### src/rtl/boa_stage_id.sv
// boa_stage_id: instruction-decode stage of the Boa32 RV32I pipeline.
// Holds one fetched instruction, decodes register indices, immediates and
// illegal opcodes, and issues a one-shot static branch prediction to fetch.
module boa_stage_id (
    input  logic        clk,
    input  logic        rst,
    input  logic        d_valid,
    input  logic [30:0] d_pc,
    input  logic [31:0] d_insn,
    input  logic        d_trap,
    input  logic [3:0]  d_cause,
    input  logic        fw_stall_id,
    input  logic        fw_branch_correct,
    output logic        id_branch_predict,
    output logic [30:0] id_branch_target,
    output logic        q_valid,
    output logic [30:0] q_pc,
    output logic [31:0] q_insn,
    output logic        q_trap,
    output logic [3:0]  q_cause,
    output logic [4:0]  q_rs1,
    output logic [4:0]  q_rs2,
    output logic [4:0]  q_rd,
    output logic        q_use_rs1,
    output logic        q_use_rs2,
    output logic [31:0] q_imm,
    output logic        q_predicted
);

    logic        r_valid;
    logic [30:0] r_pc;
    logic [31:0] r_insn;
    logic        r_trap;
    logic [3:0]  r_cause;
    logic        r_issued;

    logic        illegal;
    logic        use_rd;
    logic        is_jal;
    logic        is_branch;
    logic        pred_raw;
    logic [31:0] imm_i, imm_s, imm_b, imm_u, imm_j;
    logic [30:0] tgt_off;

    // ID pipeline register: reset, flush, stall-hold or capture from fetch
    always_ff @(posedge clk) begin
        if (rst || fw_branch_correct) begin
            r_valid  <= 1'b0;
            r_issued <= 1'b0;
        end else if (fw_stall_id) begin
            r_issued <= r_issued | id_branch_predict;
        end else begin
            r_valid  <= d_valid;
            r_pc     <= d_pc;
            r_insn   <= d_insn;
            r_trap   <= d_trap;
            r_cause  <= d_cause;
            r_issued <= 1'b0;
        end
    end

    assign imm_i = {{20{r_insn[31]}}, r_insn[31:20]};
    assign imm_s = {{20{r_insn[31]}}, r_insn[31:25], r_insn[11:7]};
    assign imm_b = {{19{r_insn[31]}}, r_insn[31], r_insn[7], r_insn[30:25], r_insn[11:8], 1'b0};
    assign imm_u = {r_insn[31:12], 12'h000};
    assign imm_j = {{11{r_insn[31]}}, r_insn[31], r_insn[19:12], r_insn[20], r_insn[30:21], 1'b0};

    // Opcode decode: operand usage, immediate format and legality
    always_comb begin
        illegal   = 1'b0;
        q_use_rs1 = 1'b0;
        q_use_rs2 = 1'b0;
        use_rd    = 1'b0;
        is_jal    = 1'b0;
        is_branch = 1'b0;
        q_imm     = '0;
        if (r_insn[1:0] != 2'b11) begin
            illegal = 1'b1;
        end else begin
            case (r_insn[6:2])
                5'b01101, 5'b00101: begin            // LUI, AUIPC
                    use_rd = 1'b1;
                    q_imm  = imm_u;
                end
                5'b11011: begin                      // JAL
                    use_rd = 1'b1;
                    is_jal = 1'b1;
                    q_imm  = imm_j;
                end
                5'b11000: begin                      // BRANCH
                    q_use_rs1 = 1'b1;
                    q_use_rs2 = 1'b1;
                    is_branch = 1'b1;
                    q_imm     = imm_b;
                end
                5'b01000: begin                      // STORE
                    q_use_rs1 = 1'b1;
                    q_use_rs2 = 1'b1;
                    q_imm     = imm_s;
                end
                5'b01100: begin                      // OP
                    q_use_rs1 = 1'b1;
                    q_use_rs2 = 1'b1;
                    use_rd    = 1'b1;
                end
                5'b11001, 5'b00000, 5'b00100, 5'b00011, 5'b11100: begin  // JALR, LOAD, OP-IMM, MISC-MEM, SYSTEM
                    q_use_rs1 = 1'b1;
                    use_rd    = 1'b1;
                    q_imm     = imm_i;
                end
                default: illegal = 1'b1;
            endcase
        end
    end

    assign q_pc    = r_pc;
    assign q_insn  = r_insn;
    assign q_rs1   = q_use_rs1 ? r_insn[19:15] : '0;
    assign q_rs2   = q_use_rs2 ? r_insn[24:20] : '0;
    assign q_rd    = use_rd    ? r_insn[11:7]  : '0;
    assign q_valid = r_valid & ~fw_stall_id & ~fw_branch_correct;
    assign q_trap  = r_valid & (r_trap | illegal);
    assign q_cause = !r_valid ? 4'd0 : r_trap ? r_cause : illegal ? 4'd2 : 4'd0;

    // Backward conditional branches and all JALs are predicted taken
    assign pred_raw          = r_valid & ~r_trap & ~illegal & (is_jal | (is_branch & r_insn[31]));
    assign q_predicted       = pred_raw;
    assign id_branch_predict = pred_raw & ~r_issued & ~fw_branch_correct;
    assign tgt_off           = is_jal ? imm_j[31:1] : imm_b[31:1];
    assign id_branch_target  = r_pc + tgt_off;

endmodule

### config.mk
export PLATFORM = sky130hd
export DESIGN_NAME = boa_stage_id
export DESIGN_NICKNAME = d
export VERILOG_FILES = /design/src/rtl/boa_stage_id.sv
export SDC_FILE = /design/constraint.sdc
export NUM_CORES = 1
export LEC_CHECK = 0
export ABC_AREA = 1
export ABC_CLOCK_PERIOD_IN_PS = 14370
export BUFFER_PORTS_ARGS = -buffer_cell sky130_fd_sc_hd__buf_2
export CORE_UTILIZATION = 30
export CTS_BUF_LIST = sky130_fd_sc_hd__clkbuf_2
export CTS_CLUSTER_SIZE = 25
export DETAILED_ROUTE_END_ITERATION = 16
export SYNTH_ARGS = -nofsm -noshare
export SYNTH_HDL_FRONTEND = slang
export SYNTH_SLANG_ARGS = --single-unit
### constraint.sdc
create_clock -name clk -period 14.37 [get_ports clk]
set_input_delay 1.437 -clock clk [delete_from_list [all_inputs] [get_ports clk]]
set_output_delay 1.437 -clock clk [all_outputs]
set_load 0.1 [all_outputs]
# Word-level counts from Yosys, hierarchy flattened
# Cells that the tools add are included.
# word_totals
reg_bits,70
output_inout_bits,151
elab_cells,67
# op_classes
addsub,1
eq_ne,11
muxes,21
bitwise_logic,18
n_reduce_logical,10
# op_table
cell,count
32-bit one-hot mux with 5 select lines,1
32-bit two-way mux,1
31-bit adder,1
"5-bit equality test, second input constant",4
19-bit two-way mux,1
"5-bit by 4-bit equality test with 1-bit output, second input constant",3
5-bit two-way mux,3
1-bit two-way mux,12
11-bit OR reduction,1
"5-bit by 3-bit equality test with 1-bit output, second input constant",2
1-bit bitwise AND,9
9-bit OR reduction,1
4-bit two-way mux,2
8-bit OR reduction,1
1-bit NOT,6
"5-bit by 2-bit equality test with 1-bit output, second input constant",1
5-bit logical NOT,1
5-bit OR reduction,1
2-bit OR reduction,2
1-bit bitwise OR,3
3-bit OR reduction,1
2-bit two-way mux,1
"2-bit inequality test, second input constant",1
2-bit AND reduction,1
1-bit logical OR,1

# Depth between registers and ports, before layout
# depth
ltp_word,10
ltp_mapped,21
depth_no_buf,20

# Least setup slack after synthesis
# OpenSTA, ideal clock, no wires.
# synth_timing
path_kind,reg-to-output
from,reg r_insn[1] (netlist: q_insn[1])
to,out q_rs2[0]
t_arrival_ps,5381
path_slack_ps,7552
path_stages_with_launch,5
path_buffers,0
cell_sequence,edfxtp_1 > nand2_1 > a211oi_1 > inv_1 > nor2_1
# synth_between
elab_chain_len,3
# synth_lines
item,line_no,source
"start, declared",32,logic [31:0] r_insn;
"start signal, assigned",55,r_insn <= d_insn;
2-bit inequality test,77,if (r_insn[1:0] != 2'b11) begin
1-bit two-way mux,77,
net q_use_rs2,25,"output logic q_use_rs2,"
5-bit two-way mux,119,assign q_rs2 = q_use_rs2 ? r_insn[24:20] : '0;
"end, declared",22,"output logic [4:0] q_rs2,"
# The timed path passes the listed nets, and every way through them passes these cells.

# Final worst setup path
# layout_timing
from,reg r_insn[0] (netlist: q_insn[0])
to,out id_branch_target[14]
# layout_between
elab_chain_len,4
# layout_lines
item,line_no,source
2-bit inequality test,77,
1-bit two-way mux,77,
19-bit two-way mux,129,assign tgt_off = is_jal ? imm_j[31:1] : imm_b[31:1];
31-bit adder,130,assign id_branch_target = r_pc + tgt_off;
"end, declared",15,"output logic [30:0] id_branch_target,"
# Every way passes these cells.

==> key figures <==
Floorplan
  • Die height: ~140 um
  • Full die area: 18500 um^2
  • Core area: around 17000 um^2
  • Placement Rows: 48
  • Die W: 136 um
  • Initial Util: 31.0%
  • # IOs: approximately 220

Timing
  • Final min period: 6.40 ns
  • Final Max Slew Viols: 0
  • Worst-margin pin slew: 0.785 ns
  • Slew headroom: 47.4%
  • Fmax: 156 MHz
  • Setup-failing EPs final: 0
  • Endpoints failing hold: 0
  • RSZ-0062 raised after global routing: false
  • Worst hold slack: 0.461 ns
  • Setup TNS: 0 ns
  • Clock Skews: 0.0118 ns
  • Fin crit share: between 40 and 50%

Synth
  • Count leader, synth: nand2_1
  • Dominant cell type by area after synthesis: edfxtp_1
  • Post-synth EDFFs: slightly below 70
  • Synthesis Warnings: 0
  • Commonest cells in the netlist: 240 x nand2_1, 127 x inv_1, 82 x nor2_1
  • Synth top area cells: edfxtp_1 38%, nand2_1 17%, inv_1 8.8%
  • Synth top area share: 37.8%
  • Seq/Total Area, Yosys: between 30% and 40%
  • FF+latch count, synth: 70
  • Dominant synthesized flop cell: edfxtp_1
  • Syn_nets: 847
  • Post-synthesis cell type count: 34
  • Cell area after synthesis: 5400 um^2
  • Syn Inst Count: 740
  • Asr flop ratio synth: 0%
  • Mapped Avg Cell Area: 7.29 um^2

Critical path
  • CP bufs+invs: 4
  • Critical-path top delay cell: inv_1
  • CP arrival: 4.96 ns
  • Crit-path leading delay family: simple AND/OR/NAND/NOR gates
  • CP max FO: 22
  • CP dominant cell by count: nand2_1
  • Crit-path cells: nand2_1 > inv_1 > nand2_2 > o21ai_0 > ha_1 > inv_1 > fa_1 > inv_1 > nand3_1 > nand3_1 > nand2_1 > nand2_1 > nand2_1 > nand2_1 > xor2_1 > buf_2
  • Worst Path Required: 12.93 ns
  • Critical path startpoint category: flip-flop
  • Setup crit end kind: output pin
  • Slowest Stage Delay on Critical Path: 0.69 ns
  • Critical path class: reg2out

Status
  • Status: finished, final reports clean

Clock tree
  • Clk sinks: 70
  • Clk_lat worst skew: around 0.55 ns
  • Resize count post-CTS: 0
  • Htree depth: 3
  • Hold_buf cts: 0
  • CTS max path bufs: 2
  • Clock buffer count from CTS: 9
  • Root cell of the clock tree: clkbuf_2
  • CTS clock-pin slew for the worst setup and hold paths: 0.20 ns
  • Post-CTS Setup Inserts: 0
  • CTS tree: yes

Cells and area
  • Layout cell share with drive strength beyond 1: between 20% and 30%
  • Area delta synth->final: 27.6%
  • Layout Nets: 1076

Flow run
  • MaxCap Viol Count: 0

Global route
  • Grt total ovfl: 0
  • Vias in the first global route: 5171
  • First-pass GRT wire length: between 20000 and 30000 um
  • Largest net degree at the start of global routing: 37
  • Gr usage total: 19.5%
  • Initial antenna violation count: 3

Drt
  • Antenna-violating nets left: 0
  • Drt wl/cell: 14.7 um
  • Detailed Route WL: 17600 um
  • # DRC: 0
  • Via count: between 5000 and 6000
  • First-pass DRT Iterations: 5
  • DRT iter0 DRCs: 307
  • Vias per cell: 4.51

Power
  • Leak: 0.00383 uW
  • Max VDD drop: about 0.000065 V
  • Power Density: approximately 100 nW/um^2

Placement
  • IO Port Bufs: approximately 220
  • GPL Wtd Cong: 0.910
  • Placed wire-length estimate: 14600 um

Worst hold path
  • Hold Crit Class: reg2reg
==> placed cells by master (no fill, tap or decap), types with 2 or more instances in the layout <==
master,synthesis,layout
o21ai_0,19,19
nand3_2,7,7
o21ai_1,2,2
nor2_1,82,82
nand2_2,7,7
nand2_1,240,240
buf_4,2,3
nand4_1,7,7
xnor2_1,2,2
inv_1,127,127
a21o_1,2,2
o21bai_1,5,5
nand3b_1,3,3
and2_1,3,3
edfxtp_1,68,68
bufinv_16,0,2
nor3_1,7,6
clkbuf_2,0,11
nor2_2,2,2
diode_2,0,2
nor2_4,4,4
dfxtp_1,2,2
xor2_1,16,16
a21oi_2,10,10
a21oi_1,37,37
inv_2,6,6
clkinv_2,1,3
ha_1,33,33
buf_2,0,223
nand3_1,34,34
==> kinds of logic (layout without fill, tap and decap cells) <==
| logic type | Yosys count | count (layout) | synth area share [%] |
|---|---|---|---|
| DFF | 70 | 70 | 38.6 |
| xor gates and xnor gates | 18 | 18 | 2.92 |
| adders and majority gates | 34 | 34 | 8.02 |
| AOI/OAI and AO/OA | 79 | 79 | 8.74 |
| other | 0 | 2 | 0 |
| buffers and inverters | 142 | 376 | 10.6 |
| and+or+nand+nor | 397 | 397 | 31.2 |
==> worst register-to-register path: cells and delay by family, from the launching register on <==
family          cells  cell delay (ns)
simple gates        5             1.06
buf+inv             1             0.12
flops               1             0.56
compound gates      1             0.14
==> layout make-up <==
class | instances | area (um^2)
fill | 1911 | 10500
multi-input combinational | 528 | 2750
sequential | 70 | 2080
timing repair buffer | 226 | 1140
inverter | 134 | 504
tap | 225 | 282
clock inverter | 5 | 73.8
clock buffer | 11 | 55.1
antenna | 2 | 5.00
==> stage by stage <==
step | power (uW) | cells | setup WS, ns | cell area, um^2 | utilization [%]
after CTS | 719 | 1199 | 7.96 | 6880 | 39.5
after floorplan | 524 | 740 | 7.55 | 5400 | -
final | 713 | 1201 | 7.97 | 6890 | 39.6
after global placement | 585 | 1183 | 8.79 | 6760 | 38.8
after detailed placement | 586 | 1183 | 8.65 | 6760 | 38.8
after global routing | 745 | 1200 | 7.54 | 6890 | 39.5
==> flip-flops by register name, summed over array words and instances, names as in the netlist <==
register	count
r_cause	4
q_pc	31
r_issued	1
r_valid	1
q_insn	32
r_trap	1
==> per-layer routing <==
metal  up-vias  GRT usage, %  part of all wire, %
met5         -             0                    0
met1      2426          24.6                   45
met3         9          5.44                  6.7
met4         0          4.14                 0.77
li1       2805             -                    -
met2       174          32.9                   48
==> worst paths after layout <==
path | slack (ns) | cells past startpoint | to | start
worst max-delay path | 7.97 | 16 | id_branch_target[14] | q_insn[0]$_DFFE_PP_
worst min-delay path | 0.46 | 2 | r_issued$_SDFF_PP0_ | r_issued$_SDFF_PP0_
worst max register to register | 12.45 | 7 | r_issued$_SDFF_PP0_ | q_insn[6]$_DFFE_PP_
worst min register to register | 0.46 | 2 | r_issued$_SDFF_PP0_ | r_issued$_SDFF_PP0_
==> report_power, final <==
group	internal, uW	switching [uW]
clock network	58.0	74.0
logic	57.1	279
registers	235	9.69
total	350	363
Power figures use the tool's default switching activity.
